File: src/rtl/instr_fetch_unit.sv
// instr_fetch_unit: requester side of the instruction memory interface.
// Owns the PC, presents it to a combinational instruction memory, captures the
// returned word into the IF/ID register and handles stall, branch redirect and
// HALT detection (RUN -> DRAIN -> HALTED).
//
// Ports:
//   clk            system clock, rising edge
//   rst            synchronous active-high reset
//   to_pc          fetch address (pc register output, no input->output path)
//   instruction    instruction word returned for to_pc
//   stall          hold PC and IF/ID contents
//   branch_taken   redirect to branch_target and flush IF/ID
//   branch_target  redirect address (bit 0 ignored)
//   halt_commit    HALT reached writeback: stop for good
//   if_id_instr    registered instruction
//   if_id_pc_plus2 registered fetch address + PC_STEP
//   if_id_valid    IF/ID holds a real instruction
//   halted         processor stopped; only rst clears it
//
// Optional build macro FETCH_PERF_COUNT_EN adds saturating counters
// fetch_count (valid captures) and stall_count (stalled cycles in RUN).
module instr_fetch_unit #(
    parameter logic [15:0] RESET_PC     = 16'h0000,
    parameter logic [15:0] PC_STEP      = 16'd2,
    parameter logic [15:0] HALT_OPCODE  = 16'h0000,
    parameter logic [15:0] BUBBLE_INSTR = 16'h0000
) (
    input  logic        clk,
    input  logic        rst,
    output logic [15:0] to_pc,
    input  logic [15:0] instruction,
    input  logic        stall,
    input  logic        branch_taken,
    input  logic [15:0] branch_target,
    input  logic        halt_commit,
    output logic [15:0] if_id_instr,
    output logic [15:0] if_id_pc_plus2,
    output logic        if_id_valid,
    output logic        halted
`ifdef FETCH_PERF_COUNT_EN
    ,
    output logic [15:0] fetch_count,
    output logic [15:0] stall_count
`endif
);

    typedef enum logic [1:0] {StRun, StDrain, StHalted} state_e;

    state_e      state_q, state_d;
    logic [15:0] pc_q, pc_d;
    logic [15:0] instr_q, instr_d;
    logic [15:0] pc_plus2_q, pc_plus2_d;
    logic        valid_q, valid_d;
    logic        halted_q, halted_d;

    logic [15:0] pc_next_seq;
    logic [15:0] redirect_pc;

    // Modulo-2^16 wrap is the natural behaviour of the 16-bit add.
    assign pc_next_seq = pc_q + PC_STEP;
    assign redirect_pc = branch_target & 16'hFFFE;

    always_comb begin
        state_d    = state_q;
        pc_d       = pc_q;
        instr_d    = instr_q;
        pc_plus2_d = pc_plus2_q;
        valid_d    = valid_q;
        halted_d   = halted_q;

        unique case (state_q)
            StRun: begin
                if (branch_taken) begin
                    pc_d    = redirect_pc;
                    valid_d = 1'b0;
                    instr_d = BUBBLE_INSTR;
                end else if (!stall) begin
                    instr_d    = instruction;
                    pc_plus2_d = pc_next_seq;
                    valid_d    = 1'b1;
                    // A HALT is captured but fetch stops on its address.
                    if (instruction == HALT_OPCODE) begin
                        state_d = StDrain;
                    end else begin
                        pc_d = pc_next_seq;
                    end
                end
            end
            StDrain: begin
                if (branch_taken) begin
                    // HALT was on a wrong path: resume at the target.
                    pc_d    = redirect_pc;
                    valid_d = 1'b0;
                    instr_d = BUBBLE_INSTR;
                    state_d = StRun;
                end else begin
                    if (!stall) begin
                        valid_d = 1'b0;
                        instr_d = BUBBLE_INSTR;
                    end
                    if (halt_commit) begin
                        // HALTED always presents an empty IF/ID, even if stalled.
                        state_d  = StHalted;
                        halted_d = 1'b1;
                        valid_d  = 1'b0;
                        instr_d  = BUBBLE_INSTR;
                    end
                end
            end
            StHalted: begin
                valid_d  = 1'b0;
                halted_d = 1'b1;
            end
            default: begin
                state_d = StRun;
            end
        endcase
    end

    always_ff @(posedge clk) begin
        if (rst) begin
            state_q    <= StRun;
            pc_q       <= RESET_PC;
            instr_q    <= BUBBLE_INSTR;
            pc_plus2_q <= 16'h0000;
            valid_q    <= 1'b0;
            halted_q   <= 1'b0;
        end else begin
            state_q    <= state_d;
            pc_q       <= pc_d;
            instr_q    <= instr_d;
            pc_plus2_q <= pc_plus2_d;
            valid_q    <= valid_d;
            halted_q   <= halted_d;
        end
    end

    assign to_pc          = pc_q;
    assign if_id_instr    = instr_q;
    assign if_id_pc_plus2 = pc_plus2_q;
    assign if_id_valid    = valid_q;
    assign halted         = halted_q;

`ifdef FETCH_PERF_COUNT_EN
    logic [15:0] fetch_count_q;
    logic [15:0] stall_count_q;
    logic        fetch_inc;
    logic        stall_inc;

    // Valid captures happen only on an unstalled, unredirected RUN cycle.
    assign fetch_inc = (state_q == StRun) && !branch_taken && !stall;
    assign stall_inc = (state_q == StRun) && stall;

    always_ff @(posedge clk) begin
        if (rst) begin
            fetch_count_q <= 16'h0000;
            stall_count_q <= 16'h0000;
        end else begin
            if (fetch_inc && (fetch_count_q != 16'hFFFF)) begin
                fetch_count_q <= fetch_count_q + 16'd1;
            end
            if (stall_inc && (stall_count_q != 16'hFFFF)) begin
                stall_count_q <= stall_count_q + 16'd1;
            end
        end
    end

    assign fetch_count = fetch_count_q;
    assign stall_count = stall_count_q;
`endif

endmodule
File: config.mk
export PLATFORM = sky130hd
export DESIGN_NAME = instr_fetch_unit
export DESIGN_NICKNAME = d
export VERILOG_FILES = /design/src/rtl/instr_fetch_unit.sv
export SDC_FILE = /design/constraint.sdc
export NUM_CORES = 1
export LEC_CHECK = 0
export ABC_AREA = 1
export CAP_MARGIN = 15
export CELL_PAD_IN_SITES_DETAIL_PLACEMENT = 1
export CELL_PAD_IN_SITES_GLOBAL_PLACEMENT = 2
export CORE_MARGIN = 3
export CORE_UTILIZATION = 25
export DETAILED_ROUTE_END_ITERATION = 7
export PLACE_DENSITY_LB_ADDON = 0.12
export SLEW_MARGIN = 20
export SYNTH_ARGS = -nofsm -noshare
export SYNTH_HDL_FRONTEND = slang
export SYNTH_SLANG_ARGS = --single-unit
File: constraint.sdc
create_clock -name clk -period 3.3 [get_ports clk]
set_input_delay 0.495 -clock clk [delete_from_list [all_inputs] [get_ports clk]]
set_output_delay 0.495 -clock clk [all_outputs]
set_load 0.02 [all_outputs]
# Yosys cells after proc, flatten, opt, wreduce, memory -nomap -nowiden
# Cells that the tools add are included.
# totals
register_bits	52
latchBits	0
ram_bits	0
rom_bits	0
input_bits	37
output_inout_bits	50
elab_cells	59
n_memories	0
# op_classes
n_addsub	1
multipliers	0
div	0
magnitude_cmp	0
n_eq_ne	12
n_shift	0
n_mux	26
bitwise	3
n_reduce_logical	11
# op_table
operator	count
$mux 16	9
$pmux 16 s2	2
$add 16x2->16 const B	1
$logic_not 16->1	1
$ne 2x2->1 const B	6
$reduce_and 3->1	4
$mux 2	5
$ne 3x3->1 const B	3
$mux 1	7
$pmux 2 s3	1
$reduce_and 5->1	1
$ne 4x4->1 const B	1
$reduce_and 4->1	1
$reduce_bool 2->1	2
$not 1->1	3
$pmux 1 s3	1
$reduce_bool 3->1	1
$eq 2x1->1 const B	1
$eq 2x2->1 const B	1
$logic_not 2->1	1
$pmux 1 s2	1

# Logic depth before layout (Yosys ltp)
# Gate-level depths: netlist of run 1.
# depth
depth_word	5
mapped_depth	11
ltp_nobuf	10

# Worst setup path before layout of run 1
# OpenSTA, ideal clock, no wires.
# synth_path
path_type	reg-to-reg
from	reg pc_q[1] (netlist: to_pc[1])
to	reg pc_plus2_q[11] (netlist: if_id_pc_plus2[11])
setup_ns	0.116
arrival_time_ns	1.435
required_ns	3.184
setup_slack_ns	1.749
stages_incl_launch_ff	9
path_buffers	0
synth_period_minus_slack_ns	1.551
path_cell_list	dfxtp_1 > ha_1 > nand3_1 > inv_1 > nand2_1 > o21ai_0 > nand3_1 > o211ai_1 > inv_1
# synth_between
elab_chain_cells	1
# synth_rtl
item	line_no	rtl
from (decl)	50	logic [15:0] pc_q, pc_d;
from (signal assigned)	130	pc_q <= pc_d;
$add 16x2->16	60	assign pc_next_seq = pc_q + PC_STEP;
to (signal assigned)	132	pc_plus2_q <= pc_plus2_d;
to (decl)	52	logic [15:0] pc_plus2_q, pc_plus2_d;
# No other way between the ends.
# A chain may end at the register's enable or synchronous reset.

# Final worst setup path of run 1
# layout_path
from	in branch_taken
to	reg pc_q[11] (netlist: to_pc[11])
# layout_between
elab_chain_cells	2
word_cells_on_any_way	6
cone_classes	eq/ne (3); mux (2); reduce/logical (1)
# layout_rtl
item	line_no	rtl
from (decl)	33	input logic branch_taken,
$ne 3x3->1 (no line), or another cell as far along	-	
$reduce_and 4->1 (no line) or $pmux 16 s2 (tied branches)	-	
# Parallel ways exist; a longest one is shown, timed or not.

==> results of run 1 <==
[synthesized netlist by cell type]
cell type	count
nor3_2	1
xor2_1	4
nor2_2	2
a221oi_1	1
inv_1	33
xnor2_1	1
nand3_1	40
dfxtp_1	50
nor2_4	2
nor2_1	64
clkbuf_1	6
conb_1	1
a21oi_1	29
buf_6	1
nand4_1	4
nand2_2	1
nand2_1	98
buf_4	5
clkinv_1	2
inv_2	3
ha_1	5
o21ai_0	19
a21oi_4	1
o211ai_1	7
nand3_2	1
buf_2	4
[metrics by stage]
stage,hold slack (ns),cell area [um2],util (%),total power [W]
6_report,0.468,3630,36.8,0.00252
5_1_grt,0.489,3630,36.8,0.00273
4_1_cts,0.474,3630,36.8,0.00258
3_5_place_dp,0.458,3530,35.8,0.00216
3_3_place_gp,0.450,3530,35.8,0.00214
2_1_floorplan,0.497,2560,-,0.00161
[state kept, by name, summed over array words and instances, names as in the netlist]
name / count
if_id_instr: 16
if_id_pc_plus2: 15
to_pc: 15
state_q: 2
halted: 1
if_id_valid: 1
[cell usage in the layout (no fill, tap or decap)]
cell / instances
buf_4: 9
clkinv_1: 2
clkbuf_8: 6
inv_1: 33
conb_1: 2
nand4_1: 4
o21ai_0: 19
clkbuf_1: 1
dfxtp_1: 50
inv_2: 3
nand3_1: 40
nor2_1: 64
ha_1: 5
nor2_4: 2
xnor2_1: 1
nor3_2: 1
nor2_2: 2
xor2_1: 4
a21oi_4: 1
clkdlybuf4s50_1: 83
a21oi_1: 29
a221oi_1: 1
nand3_2: 1
nand2_1: 98
clkinv_2: 1
o211ai_1: 7
nand2_2: 1
[power groups by stage]
stage	combinational (W)	clock [W]	sequential [W]
CTS	0.00124	0.000423	0.000910
detailed placement	0.00124	0	0.000920
finish	0.00122	0.000393	0.000904
global route	0.00136	0.000436	0.000938
global placement	0.00122	0	0.000917
floorplan	0.000528	0	0.00108
[worst max-delay path: cells and delay by family]
family / cells / cell delay [ns]
simple gates: 8 / 1.26
buf+inv: 2 / 0.80
[metal layers]
layer / track usage, % / up-vias
met3: 3.31 / 9
met5: 0 / -
met2: 26.5 / 58
met1: 19.3 / 1260
met4: 4.11 / 0
li1: - / 1394
[area by class of cell]
| type | instances | area [um2] | area share, % |
|---|---|---|---|
| multi-input combinational | 282 | 1330 | 36.6 |
| sequential | 50 | 1000 | 27.6 |
| timing repair buffer | 92 | 898 | 24.8 |
| tap | 133 | 166 | 4.59 |
| inverter | 38 | 143 | 3.93 |
| clock buffer | 7 | 86.3 | 2.38 |
| clock inverter | 1 | 5.00 | 0.138 |
[worst max-delay path by stage]
stage	startpoint	end	slack [ns]	cells after the start
after global routing	branch_taken	to_pc[11]	0.70	10
final	branch_taken	to_pc[11]	0.96	10
after floorplan	to_pc[1]	if_id_pc_plus2[11]	1.75	8
after global placement	branch_taken	to_pc[10]	0.63	10
after CTS	branch_taken	to_pc[11]	0.93	10
after detailed placement	branch_taken	to_pc[11]	0.59	10
[cell families after synthesis]
group | synth area share [%]
simple gates | 35.0
xor+xnor | 1.71
buf+inv | 9.15
other cells | 0.147
fa+ha+maj | 2.45
flops | 39.1
compound gates | 12.4
==> results_dict.tcl, run 1 <==
set metrics [dict create \
    met2_length_um 4020 \
    power_density_nw_per_um2 694 \
    stdcell_count 603 \
    top_layer_used "met4" \
    finalSetupViolCount 0 \
    drtPass1Iterations 4 \
    grt_max_degree 27 \
    max_slew_margin_pct 53.5 \
    r2r_end "to_pc[10]" \
    r2r_cells 10 \
    path_cells "clkdlybuf4s50_1, nor2_1, nand3_1, nor2_2, nand3_2, nand2_1, buf_4, nand2_1, nand2_1, nor2_1" \
    grt_pass1_wl_um 14100 \
    layout.nets 511 \
    fin_skew_ns 0.00899 \
    intPower_w 0.00145 \
    min-delay-start "if_id_valid" \
    grt_overflow 0 \
    cp_common_cell "nand2_1" \
    track_usage_pct 15.4 \
    crit_type "primary input to flip-flop" \
    dp_hpwl_um 6230 \
    finalCritPeriodShare_pct 71.0 \
    vias 2721 \
    comb_power_share_pct 48.5 \
    fill_cells 1243 \
    synth_top_cell_area_share_pct 39.1 \
    drive_above_1_share_pct 5.74 \
    ys_seq_area_share_pct 39.1 \
    netSwitchingPower_w 0.00106 \
    root_buffer "clkbuf_8" \
    yosys.cell_types.count 26 \
    r2r_slack_ns 1.17 \
    dieHeight_um 107 \
    crit_fanout 19 \
    ir_drop_mv 0.262 \
    die_area_um2 11500 \
    worstPathArrival_ns 2.56 \
    drt_iter0_drc 83 \
    crit_path_start_kind "primary input" \
    cts-resized-gates 0 \
    tritoncts "built" \
    cts_buffers 5 \
    cts_setup_buffers 0 \
    cpPeakStageDelay_ns 0.57 \
    synth_top_cells_by_area "dfxtp_1 (39%), nand2_1 (14%), nor2_1 (9.4%)" \
    worst_pin_slew_ns 0.696 \
    rsz0062_at_grt "no" \
    cts_sinks 50 \
    syn_to_final_growth_pct 41.8 \
    avgSynthCellArea_um2 6.64 \
    status "complete, no violations" \
    first_global_vias 2772 \
    cpMaxStageDelayCell "clkdlybuf4s50_1" \
    cts_max_level 2 \
    placed_cells 595 \
    fp.dieW_um 107 \
    antenna_found_initial 0 \
    cap_viol_max_count 0 \
    io_buffers 83 \
    pwr-share-seq_pct 35.9 \
    clk_latency_ns 0.31 \
    hold_class "flip-flop to flip-flop" \
    initial_core_util_pct 25.9 \
    setup_slack_ns 0.958 \
    place_congestion 0.747 \
    setup_tns_ns 0 \
    met3_wirelength_um 404 \
    netlist_area_um2 2560 \
    r2r-start "state_q[1]" \
    dp_slack_ns 0.586 \
    num_antenna_cells 0 \
    worstHoldEndpoint "if_id_valid" \
    clockBufferDepth 2 \
    finalHoldViolCount 0 \
    synth_top_cell_by_area "dfxtp_1" \
    yosysWarnings 0 \
    endpoint_kind "flip-flop" \
    ios 87 \
    path_clk_slew_ns 0.10 \
    drc 0 \
    p_leak_nw 1.53 \
    clkPwrFrac_pct 15.6 \
    required_ns 3.51 \
    finalWirelength_um 8550 \
    max_freq_mhz 427 \
    ant_nets 0 \
    slew_viol_final 0 \
    whs_path_depth 2 \
    met1_length_um 4040 \
    wl_per_cell_um 14.2 \
    num_rows 36 \
    cts_hold_buf 0 \
    coreArea_um2 9860 \
    timing.final.crit_period_ns 2.34 \
    synth-seq-cells 50 \
    vias_per_cell 4.51 \
    switching_share_pct 42.3 \
    syn_inst 385 \
]
Note: power is estimated with default switching activity, not from simulation.
==> run 2: changes to the inputs <==
--- a/config.mk
+++ b/config.mk
@@ -10,7 +10,7 @@
 export CELL_PAD_IN_SITES_DETAIL_PLACEMENT = 1
 export CELL_PAD_IN_SITES_GLOBAL_PLACEMENT = 2
 export CORE_MARGIN = 3
-export CORE_UTILIZATION = 25
+export CORE_UTILIZATION = 23
 export DETAILED_ROUTE_END_ITERATION = 7
 export PLACE_DENSITY_LB_ADDON = 0.12
 export SLEW_MARGIN = 20
==> constraint.sdc (replaced) <==
create_clock -name clk -period 2.2 [get_ports clk]
set_input_delay 0.33 -clock clk [delete_from_list [all_inputs] [get_ports clk]]
set_output_delay 0.33 -clock clk [all_outputs]
set_load 0.02 [all_outputs]
==> run 2 against run 1 <==
Critical path depth fell by 1. Wire length decreased by 1.5%. Power is 55% higher. Clock skew rose by 0.0023 ns. First-iteration DRC count down 13%. Utilization shrank 1.6 points. Worst setup slack lost 0.55 ns. Worst hold slack gained 0.0015 ns. Combinational power increased by 54%. Clock-buffer cell count decreased by 2. Global-route usage decreased by 1.9 points.
==> results_dict.tcl, run 2 (same netlist as run 1, synthesis figures left out) <==
set metrics [dict create \
    ios 87 \
    ir_drop_mv 0.322 \
    hold_class "flip-flop to flip-flop" \
    cpPeakStageDelay_ns 0.41 \
    drtPass1Iterations 4 \
    grt_pass1_wl_um 13900 \
    first_global_vias 2799 \
    final_common_cell "nand2_1" \
    grt_overflow 0 \
    antenna_found_initial 0 \
    cp_num_buf_inv 3 \
    required_ns 2.40 \
    syn_to_final_growth_pct 45.2 \
    drive_above_1_share_pct 6.55 \
    cts_sinks 50 \
    layout.nets 514 \
    crit_fanout 20 \
    postLayoutCoreUtil_pct 35.2 \
    finalSetupViolCount 0 \
    most-common-layout-cells "nand2_1 (98), clkdlybuf4s50_1 (83), nor2_1 (64)" \
    track_usage_pct 13.5 \
    clk_latency_ns 0.31 \
    clockBufferDepth 2 \
    dieHeight_um 111 \
    place_congestion 0.731 \
    finalCritPeriodShare_pct 81.4 \
    p_leak_nw 1.56 \
    path_cells "inv_1, ha_1, nand2_1, inv_1, nor2_4, nand2_1, buf_12, o21ai_0, nor2_1" \
    cts_max_level 2 \
    dp_slack_ns 0.178 \
    io_buffers 83 \
    crit_type "flip-flop to flip-flop" \
    power_density_nw_per_um2 1050 \
    fp.dieW_um 111 \
    cts_hold_buf 0 \
    cpMaxStageDelayCell "dfxtp_1" \
    wl_per_cell_um 13.8 \
    drt_iter0_drc 72 \
    cts_setup_buffers 0 \
    slew_viol_final 0 \
    status "complete, no violations" \
    die_area_um2 12400 \
    max_freq_mhz 559 \
    cap_viol_max_count 0 \
    endpoint_kind "flip-flop" \
    root_buffer "clkbuf_8" \
    fin_skew_ns 0.0113 \
    num_antenna_cells 0 \
    finalWirelength_um 8420 \
    ant_nets 0 \
    coreArea_um2 10600 \
    timing.final.crit_period_ns 1.79 \
    grt_max_degree 29 \
    tritoncts "built" \
    vias_per_cell 4.40 \
    cts_buffers 5 \
    worstPathArrival_ns 1.99 \
    crit_path_start_kind "flip-flop" \
    initial_core_util_pct 24.2 \
    cts-resized-gates 0 \
    path_clk_slew_ns 0.10 \
    setup_tns_ns 0 \
    crit_family "simple AND/OR/NAND/NOR gates" \
    vias 2680 \
    dp_hpwl_um 6330 \
    finalHoldViolCount 0 \
    num_rows 37 \
    largest_reg_flops 16 \
    setup_slack_ns 0.410 \
    drc 0 \
    rsz0062_at_grt "no" \
]
[run 2: cell types whose count changed in the layout (fill, tap and decap cells not counted)]
cell | previous run | this run
buf_12 | 0 | 3
clkinvlp_4 | 0 | 2
bufinv_16 | 0 | 1
clkbuf_1 | 1 | 0
clkbuf_8 | 6 | 5
clkinv_2 | 1 | 0
[run 2: final cells by class]
cell class / instances / area, um2
repair buffers: 95 / 958
clock buffers: 5 / 68.8
clock inverters: 3 / 45.0
well taps: 136 / 170
flip-flops and latches: 50 / 1000
inverters: 38 / 143
fillers: 1329 / 6840
multi-input cells: 282 / 1330
[run 2: per-layer routing]
| layer | vias up | part of all wire (%) | track usage (%) |
|---|---|---|---|
| met2 | 50 | 48 | 24.2 |
| met3 | 2 | 3.9 | 2.99 |
| met5 | - | 0 | 0 |
| met4 | 0 | 0.48 | 1.95 |
| met1 | 1230 | 48 | 17.0 |
| li1 | 1398 | - | - |
[run 2: per-stage QoR]
| stage | hold WS, ns | cell area, um2 | instances | total power [W] |
|---|---|---|---|---|
| after floorplan | 0.489 | 2560 | 386 | 0.00241 |
| after global placement | 0.450 | 3600 | 601 | 0.00326 |
| after detailed placement | 0.455 | 3600 | 601 | 0.00327 |
| after CTS | 0.472 | 3710 | 609 | 0.00398 |
| after global routing | 0.496 | 3710 | 609 | 0.00420 |
| final | 0.470 | 3710 | 609 | 0.00390 |
[run 2: power breakdown]
part	switching [W]	leakage (nW)	total (W)	internal, W
clock network	0.000336	0.0504	0.000675	0.000339
registers	0.000200	0.411	0.00134	0.00114
logic	0.00106	1.09	0.00188	0.000814
total	0.00160	1.56	0.00390	0.00230
[run 2: worst register-to-register path, cell delays in order (launching register included)]
cell     delay [ns]
dfxtp_1        0.41
inv_1          0.08
ha_1           0.26
nand2_1        0.17
inv_1          0.10
nor2_4         0.18
nand2_1        0.12
buf_12         0.17
o21ai_0        0.16
nor2_1         0.05
[run 2: path summary, 6_finish.rpt]
path          startpoint          end  slack [ns]  cells after the start
max           state_q[1]     to_pc[4]        0.41                      9
min          if_id_valid  if_id_valid        0.47                      2
max reg2reg   state_q[1]     to_pc[4]        0.41                      9
min reg2reg  if_id_valid  if_id_valid        0.47                      2
